### src/rtl/alu_pkg.sv
`default_nettype none
// +------------------------------------------------------------------+
// | alu_pkg : op encodings, FSM states and helpers for serial_alu    |
// | Rev 1.0 : initial release                                        |
// +------------------------------------------------------------------+
package alu_pkg;

  localparam logic [2:0] OP_AND  = 3'b000;
  localparam logic [2:0] OP_OR   = 3'b001;
  localparam logic [2:0] OP_ADD  = 3'b010;
  localparam logic [2:0] OP_SLT  = 3'b111;
  localparam logic [2:0] OP_ANDN = 3'b100;
  localparam logic [2:0] OP_ORN  = 3'b101;
  localparam logic [2:0] OP_SUB  = 3'b110;

  typedef enum logic [1:0] {
    IDLE = 2'd0,
    RUN  = 2'd1,
    DONE = 2'd2
  } state_e;

  // SLT compares by subtraction regardless of op[2].
  function automatic logic binv_eff(input logic [2:0] op);
    return op[2] | (op[1:0] == 2'b11);
  endfunction

endpackage
`default_nettype wire

### src/rtl/serial_alu_if.sv
`default_nettype none
// +------------------------------------------------------------------+
// | serial_alu_if : operand/result valid-ready bundle for serial_alu |
// | Rev 1.0 : initial release                                        |
// +------------------------------------------------------------------+
interface serial_alu_if #(
  parameter int WIDTH = 32
);
  logic             in_valid;
  logic             in_ready;
  logic [WIDTH-1:0] a;
  logic [WIDTH-1:0] b;
  logic [2:0]       op;
  logic             out_valid;
  logic             out_ready;
  logic [WIDTH-1:0] result;
  logic             zero;
  logic             overflow;
  logic             cout;

  modport master (
    output in_valid, a, b, op, out_ready,
    input  in_ready, out_valid, result, zero, overflow, cout
  );

  modport slave (
    input  in_valid, a, b, op, out_ready,
    output in_ready, out_valid, result, zero, overflow, cout
  );
endinterface
`default_nettype wire

### src/rtl/alu_slice.sv
`default_nettype none
// +------------------------------------------------------------------+
// | alu_slice : combinational SLICE-bit AND/OR/ADD slice, lookahead  |
// | Rev 1.0 : initial release                                        |
// +------------------------------------------------------------------+
module alu_slice #(
  parameter int SLICE = 4
) (
  input  logic [SLICE-1:0] a_i,
  input  logic [SLICE-1:0] b_i,
  input  logic             cin_i,
  input  logic             binv_i,
  input  logic [1:0]       opsel_i,
  output logic [SLICE-1:0] res_o,
  output logic             cout_o,
  output logic             c_msb_in_o,
  output logic             g_o,
  output logic             p_o
);

  logic [SLICE-1:0] w_bb;
  logic [SLICE-1:0] w_g;
  logic [SLICE-1:0] w_p;
  logic [SLICE:0]   w_c;
  logic [SLICE-1:0] w_sum;
  logic             w_cnext;
  logic             w_pall;
  logic             w_ggrp;

  assign w_bb = b_i ^ {SLICE{binv_i}};
  assign w_g  = a_i & w_bb;
  assign w_p  = a_i | w_bb;

  // Each carry is a flat sum of products over the lower bits, not a ripple.
  always_comb begin
    w_c     = '0;
    w_cnext = 1'b0;
    w_pall  = 1'b1;
    w_ggrp  = 1'b0;
    w_c[0]  = cin_i;
    for (int i = 0; i < SLICE; i++) begin
      w_cnext = 1'b0;
      w_pall  = 1'b1;
      for (int j = i; j >= 0; j--) begin
        w_cnext = w_cnext | (w_g[j] & w_pall);
        w_pall  = w_pall & w_p[j];
      end
      if (i == SLICE - 1) begin
        w_ggrp = w_cnext;
      end
      w_c[i+1] = w_cnext | (w_pall & cin_i);
    end
  end

  assign w_sum = a_i ^ w_bb ^ w_c[SLICE-1:0];

  always_comb begin
    res_o = '0;
    case (opsel_i)
      2'b00:   res_o = w_g;
      2'b01:   res_o = w_p;
      2'b10:   res_o = w_sum;
      default: res_o = '0;
    endcase
  end

  assign cout_o     = w_c[SLICE];
  assign c_msb_in_o = w_c[SLICE-1];
  assign g_o        = w_ggrp;
  assign p_o        = &w_p;

endmodule
`default_nettype wire

### src/rtl/serial_alu.sv
`default_nettype none
// +------------------------------------------------------------------+
// | serial_alu : multi-cycle WIDTH-bit ALU, one SLICE per clock      |
// | Rev 1.0 : initial release                                        |
// +------------------------------------------------------------------+
module serial_alu
  import alu_pkg::*;
#(
  parameter int WIDTH = 32,
  parameter int SLICE = 4
) (
  input  logic        clk,
  input  logic        rst,
  serial_alu_if.slave bus
);

  localparam int NS = WIDTH / SLICE;
  localparam int CW = (NS > 1) ? $clog2(NS) : 1;

  state_e           state_q;
  logic [CW-1:0]    cnt_q;
  logic             carry_q;
  logic             binv_q;
  logic [1:0]       opsel_q;
  logic [WIDTH-1:0] a_q;
  logic [WIDTH-1:0] b_q;
  logic [WIDTH-1:0] result_q;
  logic             zero_q;
  logic             ovf_q;
  logic             cout_q;
  logic             in_ready_q;
  logic             out_valid_q;

  logic [SLICE-1:0] w_slice_res;
  logic             w_slice_cout;
  logic             w_slice_cmsb;
  logic             w_slice_g;
  logic             w_slice_p;
  logic [WIDTH-1:0] w_full;
  logic [WIDTH-1:0] result_d;
  logic             carry_d;
  logic             ovf_d;
  logic             set_d;
  logic             last_d;

  alu_slice #(.SLICE(SLICE)) u_slice (
    .a_i        (a_q[SLICE-1:0]),
    .b_i        (b_q[SLICE-1:0]),
    .cin_i      (carry_q),
    .binv_i     (binv_q),
    .opsel_i    (opsel_q),
    .res_o      (w_slice_res),
    .cout_o     (w_slice_cout),
    .c_msb_in_o (w_slice_cmsb),
    .g_o        (w_slice_g),
    .p_o        (w_slice_p)
  );

  // Earlier slices collect here so the visible result only changes on the last slice.
  generate
    if (NS == 1) begin : g_single
      assign w_full = w_slice_res;
    end else begin : g_multi
      logic [WIDTH-SLICE-1:0] acc_q;
      assign w_full = {w_slice_res, acc_q};
      always_ff @(posedge clk or posedge rst) begin
        if (rst) begin
          acc_q <= '0;
        end else if (state_q == RUN) begin
          acc_q <= w_full[WIDTH-1:SLICE];
        end
      end
    end
  endgenerate

  assign carry_d = w_slice_g | (w_slice_p & carry_q);
  assign last_d  = (cnt_q == CW'(NS - 1));
  assign ovf_d   = w_slice_cmsb ^ w_slice_cout;
  assign set_d   = (a_q[SLICE-1] ^ b_q[SLICE-1] ^ binv_q ^ w_slice_cmsb) ^ ovf_d;

  always_comb begin
    result_d = w_full;
    if (opsel_q == 2'b11) begin
      result_d[0] = set_d;
    end
  end

  always_ff @(posedge clk or posedge rst) begin
    if (rst) begin
      state_q     <= IDLE;
      cnt_q       <= '0;
      carry_q     <= 1'b0;
      binv_q      <= 1'b0;
      opsel_q     <= 2'b00;
      a_q         <= '0;
      b_q         <= '0;
      result_q    <= '0;
      zero_q      <= 1'b0;
      ovf_q       <= 1'b0;
      cout_q      <= 1'b0;
      in_ready_q  <= 1'b1;
      out_valid_q <= 1'b0;
    end else begin
      case (state_q)
        IDLE: begin
          if (bus.in_valid && in_ready_q) begin
            a_q        <= bus.a;
            b_q        <= bus.b;
            opsel_q    <= bus.op[1:0];
            binv_q     <= binv_eff(bus.op);
            carry_q    <= binv_eff(bus.op);
            cnt_q      <= '0;
            in_ready_q <= 1'b0;
            state_q    <= RUN;
          end
        end
        RUN: begin
          a_q     <= a_q >> SLICE;
          b_q     <= b_q >> SLICE;
          carry_q <= carry_d;
          cnt_q   <= cnt_q + CW'(1);
          if (last_d) begin
            result_q    <= result_d;
            zero_q      <= (result_d == '0);
            ovf_q       <= (opsel_q == 2'b10) ? ovf_d : 1'b0;
            cout_q      <= (opsel_q == 2'b10) ? w_slice_cout : 1'b0;
            out_valid_q <= 1'b1;
            state_q     <= DONE;
          end
        end
        DONE: begin
          if (bus.out_ready) begin
            out_valid_q <= 1'b0;
            in_ready_q  <= 1'b1;
            state_q     <= IDLE;
          end
        end
        default: begin
          state_q <= IDLE;
        end
      endcase
    end
  end

  assign bus.in_ready  = in_ready_q;
  assign bus.out_valid = out_valid_q;
  assign bus.result    = result_q;
  assign bus.zero      = zero_q;
  assign bus.overflow  = ovf_q;
  assign bus.cout      = cout_q;

endmodule
`default_nettype wire

### src/flat_wrapper.sv
// flat-port wrapper written by rule: the top's interface ports become plain ports
module serial_alu_flat import alu_pkg::*;
#(
  parameter int WIDTH = 32,
  parameter int SLICE = 4
)
  (clk, rst, bus_in_valid, bus_a, bus_b, bus_op, bus_out_ready, bus_in_ready, bus_out_valid, bus_result, bus_zero, bus_overflow, bus_cout);
  serial_alu_if #(.WIDTH(WIDTH)) bus_i ();
  input  logic clk;
  input  logic rst;
  input wire logic [$bits(bus_i.in_valid)-1:0] bus_in_valid;
  input wire logic [$bits(bus_i.a)-1:0] bus_a;
  input wire logic [$bits(bus_i.b)-1:0] bus_b;
  input wire logic [$bits(bus_i.op)-1:0] bus_op;
  input wire logic [$bits(bus_i.out_ready)-1:0] bus_out_ready;
  output wire logic [$bits(bus_i.in_ready)-1:0] bus_in_ready;
  output wire logic [$bits(bus_i.out_valid)-1:0] bus_out_valid;
  output wire logic [$bits(bus_i.result)-1:0] bus_result;
  output wire logic [$bits(bus_i.zero)-1:0] bus_zero;
  output wire logic [$bits(bus_i.overflow)-1:0] bus_overflow;
  output wire logic [$bits(bus_i.cout)-1:0] bus_cout;
  assign bus_i.in_valid = bus_in_valid;
  assign bus_i.a = bus_a;
  assign bus_i.b = bus_b;
  assign bus_i.op = bus_op;
  assign bus_i.out_ready = bus_out_ready;
  assign bus_in_ready = bus_i.in_ready;
  assign bus_out_valid = bus_i.out_valid;
  assign bus_result = bus_i.result;
  assign bus_zero = bus_i.zero;
  assign bus_overflow = bus_i.overflow;
  assign bus_cout = bus_i.cout;
  serial_alu #(.WIDTH(WIDTH), .SLICE(SLICE)) u_core (.clk(clk), .rst(rst), .bus(bus_i));
endmodule
### config.mk
export PLATFORM = sky130hd
export DESIGN_NAME = serial_alu_flat
export DESIGN_NICKNAME = d
export VERILOG_FILES = /design/src/rtl/alu_pkg.sv /design/src/rtl/serial_alu_if.sv /design/src/rtl/alu_slice.sv /design/src/rtl/serial_alu.sv /design/src/flat_wrapper.sv
export SDC_FILE = /design/constraint.sdc
export NUM_CORES = 1
export LEC_CHECK = 0
export BUFFER_PORTS_ARGS = -buffer_cell sky130_fd_sc_hd__clkbuf_2
export CORE_ASPECT_RATIO = 2
export CORE_MARGIN = 4
export CORE_UTILIZATION = 51
export DETAILED_ROUTE_END_ITERATION = 6
export HOLD_SLACK_MARGIN = 0.15
export PLACE_DENSITY = 0.77
export REMOVE_ABC_BUFFERS = 1
export SKIP_CTS_REPAIR_TIMING = 1
export SYNTH_ARGS = -nofsm -noshare
export SYNTH_HDL_FRONTEND = slang
export SYNTH_HIERARCHICAL = 1
export SYNTH_SLANG_ARGS = --single-unit
### constraint.sdc
create_clock -name clk -period 4 [get_ports clk]
set_clock_uncertainty 0.2 [all_clocks]
set_input_delay 0.4 -clock clk [delete_from_list [all_inputs] [get_ports clk]]
set_output_delay 0.4 -clock clk [all_outputs]
set_load 0.02 [all_outputs]
### Yosys cells after proc, flatten, opt, wreduce, memory -nomap -nowiden

Index checks and enable logic that the tools add are counted.

* register bits after elaboration: 138
* input bits: 71

* add/sub/neg operators: 1
* equality and inequality tests: 10
* multiplexer cells: 22
* bitwise gates (word level): 39
* reduce and logical (&&, ||, !) cells: 14

Operator list (number)
* $pmux 32 s2: 2
* $mux 32: 2
* $logic_not 32->1: 1
* $and 1x1->1: 17
* $or 1x1->1: 12
* $pmux 4 s3: 1
* $xor 4x4->4: 3
* $reduce_and 3->1: 3
* $eq 2x2->1 const B: 4
* $mux 1: 8
* $mux 2: 3
* $pmux 1 s2: 3
* $pmux 2 s3: 1
* $pmux 3 s2: 1
* $reduce_and 2->1: 3
* $reduce_bool 2->1: 3
* $xor 1x1->1: 5
* $and 4x4->4: 1
* $eq 2x1->1 const B: 2
* $logic_not 2->1: 2
* $ne 2x1->1 const B: 2
* $or 4x4->4: 1
* $reduce_and 4->1: 1
* $add 3x1->3 const B: 1
* other kinds (4): 4

### Depth between registers and ports, before layout

* depth in word-level cells: 11
* depth in mapped cells: 11

### Hierarchy

Netlist, hierarchy kept.

By module, submodules not included
* serial_alu: instances 1, cells each 607, area each 5771.8 um2, sequential area each 3454.6 um2
* alu_slice: instances 1, cells each 53, area each 415.4 um2, sequential area each 0.0 um2

### Worst setup path before layout

OpenSTA, ideal clock, no wires.

* path kind: register -> register
* start: reg u_core.binv_q
* end: reg u_core.result_q[0] (netlist: u_core/bus.result[0])
* setup time: 0.125 ns
* data arrival time: 2.307 ns
* required time: 3.675 ns
* setup slack: 1.368 ns
* cell stages (with the launch flop): 12
* clock period less this slack: 2.632 ns
* path through: dfrtp_1 xor2_1 inv_1 ha_1 nor4b_1 inv_1 nand2_1 a21o_1 xnor2_1 xnor2_1 a31oi_1 mux2_2

RTL lines
* start, declared: RTL line serial_alu.sv:23 `logic binv_q;`
* start signal, assigned: RTL line serial_alu.sv:110 `binv_q <= binv_eff(bus.op);`
* $xor 4x4->4 (*): RTL line alu_slice.sv:30 `assign w_bb = b_i ^ {SLICE{binv_i}};`
* $and 4x4->4 or $or 4x4->4 (tied branches): RTL line alu_slice.sv:31, alu_slice.sv:32
* $and 1x1->1 (on tied branches): RTL line alu_slice.sv:45, alu_slice.sv:46
* $or 1x1->1 (tied with other cells): RTL line alu_slice.sv:45 `w_cnext = w_cnext | (w_g[j] & w_pall);`
* $or 1x1->1 or $and 1x1->1 (tied branches): RTL line alu_slice.sv:45, alu_slice.sv:51
* $or 1x1->1 (*): RTL line alu_slice.sv:51 `w_c[i+1] = w_cnext | (w_pall & cin_i);`
* named net u_core.w_slice_cmsb: RTL line serial_alu.sv:36 `logic w_slice_cmsb;`
* $xor 1x1->1 (on tied branches): RTL line serial_alu.sv:79, serial_alu.sv:78
* $xor 1x1->1 (*): RTL line serial_alu.sv:79 `assign set_d = (a_q[SLICE-1] ^ b_q[SLICE-1] ^ binv_q ^ w_slice_cmsb) ^ ovf_d;`
* $mux 1 (*): RTL line serial_alu.sv:83 `if (opsel_q == 2'b11) begin`
* end signal, assigned: RTL line serial_alu.sv:123 `result_q <= result_d;`
* end, declared: RTL line serial_alu.sv:27 `logic [WIDTH-1:0] result_q;`

Mark *: on every way through the listed nets, which the timed path passes. The rest lies on a longest branch.
A chain may end at the register's enable or synchronous reset.

### Worst setup path after layout

Same ends and word-level chain as after synthesis.

==> results.md <==
* Avg WL per Cell at between 15 and 20 µm
* Initial DRC count at 326
* WS Path Type: flop to flop
* Pwr Density at 396.6 nW/µm²
* Starting Density at 52.25%
* Cells after Synth at 660
* Lkg Pwr at just over 4 nW
* Final Cycle Share at 76.19%
* Highest Signal Layer: met4
* Port Buffer Count at approximately 110
* Worst slew pin tran at 0.8959 ns
* Flop and latch count out of synthesis at 138
* CP Max Fanout at 6
* Final setup margin at between 0.9 and 1 ns
* Startpoint types: flop
* Cell area after synthesis at around 6200 µm²
* Antenna cell count at 0
* Max Cap Viol at 0
* Crit path DAT at roughly 3.1 ns
* Core Area at 11,840 µm²
* Worst EP required at 4.08 ns
* DRT antenna net count at 0
* Synth area leaders: dfrtp_1 (55%), nand2_1 (14%), mux2_2 (5.8%)
* Top-Level Pins at 108
* Hpwl dp at 9.598 mm
* Met1 WL at ~5.6 mm
* Ys flop type: dfrtp_1
* Count of cell types in the netlist at 42
* Synth async-reset ratio at 100.0%
* H-tree lvl count at 4
* Vias in the first global route at just over 5,000
* CTS buffer count at 17
* Aggregate global-route resource usage at about a fifth
* Worst skew pair latency at approximately 0.4 ns
* Fraction of layout cells with a size suffix above 1 at 22.63%
* DRT Pass-1 Iters at 5
* Max transition margin at 40.27%
* Max Slew Vio Count at 0
* Max VDD drop at between 0.4 and 0.5 mV
* Synth warnings at 6
* Final hold vios at 0
* Via count at 5,391
* Share of the synthesized area in the top cell type at between 50% and 60%
* Min cycle time layout at between 3 and 4 ns
* Die span in y at 163.8 µm
* Met2 WL at 8.465 mm
* Area Growth Syn to Fin at 31.73%
* First-pass GRT wire length at between 20 and 25 mm
* CTS Buffer Depth at 2
* Drt via density at 5.501
* Clock tree from TritonCTS: built
* Area leader, netlist: dfrtp_1
* Most frequent cells in the layout: nand2_1 (229), dfrtp_1 (137), clkbuf_2 (107), dlygate4sd3_1 (68), nor2_1 (62)
* WL met3 at 774 µm
* Final setup viols at 0
* Clock Sinks at roughly 140
* Most common cell after layout, fill and taps aside: nand2_1
* FMAX at 328.1 MHz
* Status: finished, final reports clean
* Synth Area per Inst at 9.375 µm²
* Grt ovf at 0
* Routability cong. at 0.9120
* Layout fillers at between 800 and 900
* DRC viols at 0
* Die X at 85.89 µm
* Register Area at 3455 µm²
* Reg clk slew, reported paths at 0.05 ns
* Cell Rows at 56
* DP Worst Slack at 1.023 ns
* RSZ-0062 raised after global routing: false
* Post-synth EDFFs at 0
* Layout Nets at 906
* Area of the multi-input gates at between 2000 and 2500 µm²
* Full die area at 14,070 µm²
* Register area share after synthesis at between 50% and 60%
* Util after Layout at 68.83%
* Total Wirelength at 15.29 mm
* CP endpoint kind: flop
* Root Driver: clkbuf_16
* Initial antenna violation count at 0
* Min-delay worst type: primary input to flop
* Largest net degree at the start of global routing at between 100 and 150
## power by group
group	switching [mW]	internal [mW]	leakage, nW	total, mW
clock network	0.564	1.15	0.318	1.72
registers	0	1.40	1.57	1.40
logic	0.0490	0.0699	2.21	0.119
total	0.613	2.62	4.10	3.23
## worst paths after layout
check / start / end / slack, ns / depth (start not counted)
hold reg to reg: u_core/bus.cout$_DFFE_PP0P_ / u_core/bus.cout$_DFFE_PP0P_ / 0.28 / 2
max in group asynchronous: rst / u_core/g_multi.acc_q[19]$_DFFE_PP0P_ / 2.23 / 4
setup / recovery: u_core/binv_q$_DFFE_PP0P_ / u_core/bus.result[0]$_DFFE_PP0P_ / 0.95 / 11
min in group asynchronous: rst / u_core/a_q[25]$_DFFE_PP0P_ / 0.49 / 3
setup reg to reg: u_core/binv_q$_DFFE_PP0P_ / u_core/bus.result[0]$_DFFE_PP0P_ / 0.95 / 11
hold / removal: bus_in_valid / u_core/bus.in_ready$_DFFE_PP1P_ / 0.13 / 4
## Yosys cell counts, types with 2 or more instances
master,number
buf_2,19
dfrtp_1,137
nand4_1,2
a21o_1,3
inv_1,14
o22ai_1,2
nor3_1,2
nor3b_1,3
nand2b_1,3
o21ai_0,18
xor2_1,6
mux2_2,32
mux2i_1,2
ha_1,11
nor4_1,8
nand2_1,229
xnor2_1,4
a21oi_1,5
nor2_1,62
clkbuf_1,19
nand3b_1,2
a31oi_1,57
## metrics by stage
step | TNS, ns | hold slack, ns | std cells | total power [mW] | instance area [µm²]
after floorplan | -40.35 | 0.2466 | 620 | 1.444 | 6002
after global placement | 0 | 0.2732 | 881 | 1.487 | 6810
after detailed placement | 0 | 0.2752 | 881 | 1.488 | 6810
after CTS | 0 | -0.02000 | 912 | 3.210 | 7470
after global routing | 0 | 0.1509 | 980 | 3.341 | 8150
final | 0 | 0.1307 | 980 | 3.232 | 8150
## area by class of cell
class | instances | area share, %
timing repair buffer | 184 | 15.90
clock buffer | 20 | 5.726
inverter | 15 | 0.7522
multi-input combinational | 467 | 30.64
tap | 145 | 2.226
sequential | 138 | 42.39
clock inverter | 11 | 2.364
## kinds of logic (layout without fill, tap and decap cells)
kind of cell / Yosys count / in the layout / synth area share [%]
DFF: 138 / 138 / 55.83
buffers and inverters: 55 / 230 / 3.903
AOI/OAI and AO/OA: 91 / 91 / 9.302
muxes: 34 / 34 / 6.148
xor gates and xnor gates: 10 / 10 / 1.416
and+or+nand+nor: 320 / 320 / 20.85
adders and majority gates: 12 / 12 / 2.548
## per-layer routing
layer	track usage, %	vias up
met4	9.726	0
met3	4.669	39
met5	0	-
met2	36.79	209
met1	23.29	2621
li1	-	2522
## critical path: stages, from the launching register on
cell	delay (ns)
dfrtp_1	0.49
xor2_1	0.32
inv_1	0.14
ha_1	0.27
nor4b_1	0.39
inv_1	0.12
nand2_1	0.11
a21o_1	0.19
xnor2_1	0.15
xnor2_1	0.14
a31oi_1	0.11
mux2_2	0.28
## registers in the layout, summed over array words and instances, names as in the netlist
| signal | flops |
|---|---|
| u_core/b_q | 32 |
| u_core/bus.zero | 1 |
| u_core/bus.in_ready | 1 |
| u_core/cnt_q | 3 |
| u_core/opsel_q | 2 |
| u_core/bus.cout | 1 |
| u_core/state_q | 2 |
| u_core/a_q | 32 |
| u_core/carry_q | 1 |
| u_core/binv_q | 1 |
| u_core/bus.out_valid | 1 |
| u_core/g_multi.acc_q | 28 |
| u_core/bus.result | 32 |
| u_core/bus.overflow | 1 |
Power figures use the tool's default switching activity.
